$ cat config.mk
export PLATFORM = sky130hd
export DESIGN_NAME = alu_exec
export DESIGN_NICKNAME = d
export VERILOG_FILES = /design/src/rtl/alu_exec.sv
export SDC_FILE = /design/constraint.sdc
export NUM_CORES = 1
export LEC_CHECK = 0
export ABC_AREA = 1
export CAP_MARGIN = 20
export CELL_PAD_IN_SITES_DETAIL_PLACEMENT = 1
export CELL_PAD_IN_SITES_GLOBAL_PLACEMENT = 2
export CORE_MARGIN = 2
export CORE_UTILIZATION = 37
export DETAILED_ROUTE_END_ITERATION = 10
export GPL_TIMING_DRIVEN = 1
export PLACE_DENSITY = 0.84
export SLEW_MARGIN = 20
export SYNTH_ARGS = -nofsm -noshare
export SYNTH_HDL_FRONTEND = slang
export SYNTH_SLANG_ARGS = --single-unit
export TNS_END_PERCENT = 20
$ cat constraint.sdc
create_clock -name clk -period 24.8 [get_ports clk]
set_input_delay 3.72 -clock clk [delete_from_list [all_inputs] [get_ports clk]]
set_output_delay 3.72 -clock clk [all_outputs]
set_load 0.01 [all_outputs]
$ cat src/rtl/alu_exec.sv
// Execute-stage ALU with a valid/ready handshake on both sides.
// Single-cycle ops produce a registered result with a latency of 1.
// MUL is an iterative shift-add that takes MUL_CYCLES cycles in total.
module alu_exec #(
  parameter int WIDTH      = 32,
  parameter int MUL_CYCLES = 5
) (
  input  logic             clk,
  input  logic             reset,
  input  logic             in_valid,
  output logic             in_ready,
  input  logic [7:0]       aluop,
  input  logic [WIDTH-1:0] op_a,
  input  logic [WIDTH-1:0] op_b,
  output logic             out_valid,
  input  logic             out_ready,
  output logic [WIDTH-1:0] result,
  output logic             zero,
  output logic             bad_op
);

  // ALU operation encodings produced by the decoder
  localparam logic [7:0] ALUOP_ADD      = 8'h00;
  localparam logic [7:0] ALUOP_SUB      = 8'h01;
  localparam logic [7:0] ALUOP_LDB      = 8'h02;
  localparam logic [7:0] ALUOP_LDW      = 8'h03;
  localparam logic [7:0] ALUOP_STB      = 8'h04;
  localparam logic [7:0] ALUOP_STW      = 8'h05;
  localparam logic [7:0] ALUOP_MOV      = 8'h06;
  localparam logic [7:0] ALUOP_BEQ      = 8'h07;
  localparam logic [7:0] ALUOP_JUMP     = 8'h08;
  localparam logic [7:0] ALUOP_TLBWRITE = 8'h09;
  localparam logic [7:0] ALUOP_IRET     = 8'h0A;
  localparam logic [7:0] ALUOP_MUL      = 8'h0B;

  // Multiplier bits consumed per busy cycle (ceil), so the whole operand
  // is covered in exactly MUL_CYCLES-1 iterations.
  localparam int STEP = (WIDTH + MUL_CYCLES - 2) / (MUL_CYCLES - 1);
  localparam int CW   = $clog2(MUL_CYCLES + 1);

  typedef enum logic [1:0] {
    S_IDLE     = 2'd0,
    S_MUL_BUSY = 2'd1,
    S_HOLD     = 2'd2
  } state_t;

  state_t           state_q, state_d;
  logic [WIDTH-1:0] result_q, result_d;
  logic             zero_q, zero_d;
  logic             bad_op_q, bad_op_d;
  logic             out_valid_q, out_valid_d;
  logic [CW-1:0]    cnt_q, cnt_d;
  logic [WIDTH-1:0] mul_a_q, mul_a_d;
  logic [WIDTH-1:0] mul_b_q, mul_b_d;
  logic [WIDTH-1:0] acc_q, acc_d;
  logic             mul_zero_q, mul_zero_d;

  logic             accept_s;
  logic [WIDTH-1:0] mul_sum_s;
  logic [WIDTH:0]   single_s;

  // Single-cycle datapath: returns {bad_op, result}. Unknown codes give 0.
  function automatic logic [WIDTH:0] exec_single(
    input logic [7:0]       op,
    input logic [WIDTH-1:0] a,
    input logic [WIDTH-1:0] b
  );
    logic [WIDTH:0] r;
    case (op)
      ALUOP_ADD, ALUOP_LDB, ALUOP_LDW,
      ALUOP_STB, ALUOP_STW, ALUOP_JUMP:  r = {1'b0, a + b};
      ALUOP_SUB, ALUOP_BEQ:              r = {1'b0, a - b};
      ALUOP_MOV:                         r = {1'b0, b};
      ALUOP_TLBWRITE, ALUOP_IRET:        r = {1'b0, a};
      default:                           r = {1'b1, {WIDTH{1'b0}}};
    endcase
    return r;
  endfunction

  assign in_ready  = (state_q == S_IDLE) || ((state_q == S_HOLD) && out_ready);
  assign accept_s  = in_valid && in_ready;
  assign out_valid = out_valid_q;
  assign result    = result_q;
  assign zero      = zero_q;
  assign bad_op    = bad_op_q;
  assign single_s  = exec_single(aluop, op_a, op_b);

  // One shift-add iteration: add the shifted multiplicand for each of the
  // low STEP multiplier bits to the running product.
  always_comb begin
    mul_sum_s = acc_q;
    for (int i = 0; i < STEP; i++) begin
      if (mul_b_q[i]) begin
        mul_sum_s = mul_sum_s + (mul_a_q << i);
      end else begin
        mul_sum_s = mul_sum_s;
      end
    end
  end

  // Next-state and datapath control for IDLE / MUL_BUSY / HOLD.
  always_comb begin
    state_d     = state_q;
    result_d    = result_q;
    zero_d      = zero_q;
    bad_op_d    = bad_op_q;
    out_valid_d = out_valid_q;
    cnt_d       = cnt_q;
    mul_a_d     = mul_a_q;
    mul_b_d     = mul_b_q;
    acc_d       = acc_q;
    mul_zero_d  = mul_zero_q;

    case (state_q)
      S_IDLE, S_HOLD: begin
        if ((state_q == S_HOLD) && !out_ready) begin
          // Consumer stalls: keep the presented result untouched.
          state_d = S_HOLD;
        end else if (accept_s && (aluop == ALUOP_MUL)) begin
          state_d     = S_MUL_BUSY;
          out_valid_d = 1'b0;
          mul_a_d     = op_a;
          mul_b_d     = op_b;
          acc_d       = {WIDTH{1'b0}};
          mul_zero_d  = (op_a == op_b);
          cnt_d       = CW'(MUL_CYCLES - 1);
        end else if (accept_s) begin
          state_d     = S_HOLD;
          out_valid_d = 1'b1;
          result_d    = single_s[WIDTH-1:0];
          bad_op_d    = single_s[WIDTH];
          zero_d      = (op_a == op_b);
        end else begin
          state_d     = S_IDLE;
          out_valid_d = 1'b0;
        end
      end
      S_MUL_BUSY: begin
        acc_d   = mul_sum_s;
        mul_a_d = mul_a_q << STEP;
        mul_b_d = mul_b_q >> STEP;
        cnt_d   = cnt_q - CW'(1);
        if (cnt_q == CW'(1)) begin
          // Last iteration lands directly in the output register.
          state_d     = S_HOLD;
          out_valid_d = 1'b1;
          result_d    = mul_sum_s;
          zero_d      = mul_zero_q;
          bad_op_d    = 1'b0;
          cnt_d       = {CW{1'b0}};
        end else begin
          state_d = S_MUL_BUSY;
        end
      end
      default: begin
        state_d     = S_IDLE;
        out_valid_d = 1'b0;
        cnt_d       = {CW{1'b0}};
      end
    endcase
  end

  // State and output registers; reset discards any in-flight operation.
  always_ff @(posedge clk or posedge reset) begin
    if (reset) begin
      state_q     <= S_IDLE;
      result_q    <= {WIDTH{1'b0}};
      zero_q      <= 1'b0;
      bad_op_q    <= 1'b0;
      out_valid_q <= 1'b0;
      cnt_q       <= {CW{1'b0}};
      mul_a_q     <= {WIDTH{1'b0}};
      mul_b_q     <= {WIDTH{1'b0}};
      acc_q       <= {WIDTH{1'b0}};
      mul_zero_q  <= 1'b0;
    end else begin
      state_q     <= state_d;
      result_q    <= result_d;
      zero_q      <= zero_d;
      bad_op_q    <= bad_op_d;
      out_valid_q <= out_valid_d;
      cnt_q       <= cnt_d;
      mul_a_q     <= mul_a_d;
      mul_b_q     <= mul_b_d;
      acc_q       <= acc_d;
      mul_zero_q  <= mul_zero_d;
    end
  end

endmodule
==> reports/results.md <==
| Metric | Reported |
|---|---|
| Input/output buffers | 111 |
| Count of TritonRoute iterations in the first routing pass | 5 |
| Share of post-route cells with drive strength above 1 | 0.05277 |
| Final net count | 4,564 |
| Width of the die | 263.8 µm |
| Gate count of the mapped netlist | 4,111 |
| CTS clock-pin slew for the worst setup and hold paths | 0.07 ns |
| Number of pins with negative max-slew slack in the final report | 0 |
| Initial core utilization | 0.3725 |
| RSZ-0062 raised after global routing | no |
| Routing usage on met2 | 0.5597 |
| Most numerous cell on the critical path | nand2_1 |
| Area of the placeable core | 67,040 µm² |
| Area of all placed cells without fillers | 27,670 µm² |
| Number of hold-repair buffers added at the cts stage | 0 |
| Top library cells by usage in the layout, fill and taps aside | 1,023 x nand2_1, 486 x inv_1, 413 x a21oi_1 |
| Arr. time, crit path | 14.56 ns |
| Clock Latency Late Sink | 0.48 ns |
| Number of placement rows | 95 |
| Critical path required time | 25.12 ns |
| Fraction of met3 tracks used by global routing | 0.03244 |
| Initial antenna violation count | 0 |
| Post-CTS setup buffer count | 0 |
| Leading register cell type out of synthesis | dfrtp_1 |
| Setup total negative slack | 0 ns |
| All-layer global routing usage | 0.3392 |
| Commonest non-fill, non-tap cell in the layout | nand2_1 |
| Outcome | finished, final reports clean |
| Post-synthesis async set-or-reset flop share | 1.000 |
| Cell area after technology mapping | 24,970 µm² |
| Launching element type of the critical path | flip-flop |
| Syn Area/Cell | 6.075 µm² |
| Min cycle time layout | 14.24 ns |
| Largest fanout of any net on the critical path | 9 |
| Root buffer cell | clkbuf_16 |
| Height of the die | 263.8 µm |
| Number of maximum-capacitance violations | 0 |
| Final period utilization | 0.5743 |
| Crit path kind | flip-flop to flip-flop |
| Average via count per standard cell | 5.728 |
| Number of resized instances in the post-cts repair step | 0 |
| Wire length of the first global-routing pass | 180,100 µm |
| Count of H-tree levels built during CTS | 4 |
| Worst max-slew margin expressed relative to the limit | 0.3068 |
| DR DRC count | 0 |
| CTS max path bufs | 2 |
| Total gr overflow | 0 |
| Placed instance area | 27,060 µm² |
| Residual antenna-violating net count after detailed routing | 0 |
| Cell accounting for the most synthesized area | nand2_1 |
| Top-level port count | 112 |
| Count of flip-flops with a built-in enable after synthesis | 0 |
| Starting DRT DRC Count | 2,074 |
| Transition time of the tightest slew-check pin | 1.033 ns |
| Detailed placement HPWL | 97,410 µm |
| RD Place Congestion | 0.9748 |
| Busiest layer in global routing | met2 |
| Die area | 69,590 µm² |
| Avg WL per Cell | 23.65 µm |
| Total number of yosys warnings | 0 |
| # clock sinks | 137 |
| Area fraction of the dominant cell type after synthesis | 0.1539 |
| Crit path max-delay cell type | dfrtp_1 |
| Via count of the routed design | 28,990 |
| Area growth from synthesis to layout | 10.79% |
| TritonCTS clock tree | built |
| Tightest Hold Check Type | flip-flop to flip-flop |
| Synth Net Count | 4,500 |
| Largest net degree at the start of global routing | 76 |
| Vias in the first global route | 29,400 |
| Synth top area cells | nand2_1 15%, ha_1 15%, dfrtp_1 14%, a21oi_1 8.3%, nand3_1 7.4% |
| Count of antenna diodes in the layout | 0 |
| Number of buffers created by CTS | 17 |
| Achievable Freq | 70.22 MHz |
| Worst-case clock skew | 0.01903 ns |
| Sequential-to-total area share from yosys stat | 0.1373 |
| Final Hold Fails | 0 |
| Total Routed Length | 119,700 µm |
| Number of synthesized register bits | 137 |
| Number of library cell types mapped by synthesis | 60 |
| Largest incremental delay on the critical path | 0.60 ns |
| CP Capture Type | flip-flop |
| Endpoints failing setup | 0 |
| Global-route track usage on met1 | 0.4519 |
[registers in the layout, indices dropped and copies added (netlist names)]
| signal | cells |
|---|---|
| mul_zero_q | 1 |
| cnt_q | 3 |
| result | 32 |
| mul_a_q | 32 |
| state_q | 2 |
| out_valid | 1 |
| acc_q | 32 |
| mul_b_q | 32 |
| bad_op | 1 |
| zero | 1 |
[cell usage after synthesis, types with 15 or more instances]
cell,n
nand2_1,1024
inv_1,489
a21oi_1,413
nand3_1,371
ha_1,303
nor2_1,303
o21ai_0,256
dfrtp_1,137
xor2_1,88
clkbuf_1,58
o211ai_1,50
nor3_1,49
xnor2_1,45
buf_2,42
and2_1,35
o21ai_1,35
or2_2,33
a31oi_1,31
a21o_1,30
o21ai_2,24
o22ai_1,24
nand2_2,21
nand4_1,21
o21a_1,20
o21bai_1,20
o2111ai_1,19
nand3b_1,17
nor4_1,15
[critical path, delay by kind of cell, from the launching register on]
family | cells | cell delay (ns)
buffers and inverters | 8 | 0.70
AO/OA/AOI/OAI | 12 | 2.19
adder cells (fa/ha/maj) | 9 | 3.30
XOR/XNOR | 6 | 0.86
flip-flops | 1 | 0.60
AND/OR/NAND/NOR | 46 | 6.42
[metrics by stage]
step	setup slack (ns)	util	cells	hold slack [ns]
floorplan	13.76	-	4111	0.4535
global placement	10.71	0.4036	5029	0.4692
detailed placement	10.59	0.4036	5029	0.4726
CTS	10.56	0.4127	5061	0.5000
global route	9.515	0.4127	5061	0.5316
finish	10.56	0.4127	5061	0.4905
[per-layer routing]
| metal | up-vias | wire length, µm |
|---|---|---|
| li1 | 13950 | - |
| met1 | 14100 | 54380 |
| met2 | 749 | 54200 |
| met3 | 199 | 5425 |
| met4 | 0 | 5677 |
| met5 | - | 0 |
[path summary, 6_finish.rpt]
| kind | depth (start not counted) | slack (ns) | end | startpoint |
|---|---|---|---|---|
| setup / recovery | 81 | 10.56 | acc_q[31] | mul_a_q[0] |
| hold / removal | 2 | 0.49 | zero | zero |
| setup reg to reg | 81 | 10.56 | acc_q[31] | mul_a_q[0] |
| hold reg to reg | 2 | 0.49 | zero | zero |
| max in group asynchronous | 3 | 19.59 | cnt_q[0] | reset |
| min in group asynchronous | 2 | 3.76 | result[1] | reset |
[cells by family after synthesis]
family          share of synthesized area
simple gates                       0.3306
mux                             0.0004008
xor+xnor                          0.04664
compound gates                     0.2276
flops                              0.1373
fa+ha+maj                          0.1598
buf+inv                           0.09764
[layout make-up]
class                   count  area, µm²
inverters                 507       1909
clock inverters            14      183.9
multi-input cells        3350      19130
repair buffers            162       1494
fillers                  9159      39370
well taps                 873       1092
clock buffers              18      429.2
flip-flops and latches    137       3428
Power is not shown: default switching activity piles up to over one toggle a cycle in this logic, so the estimate is an artifact.
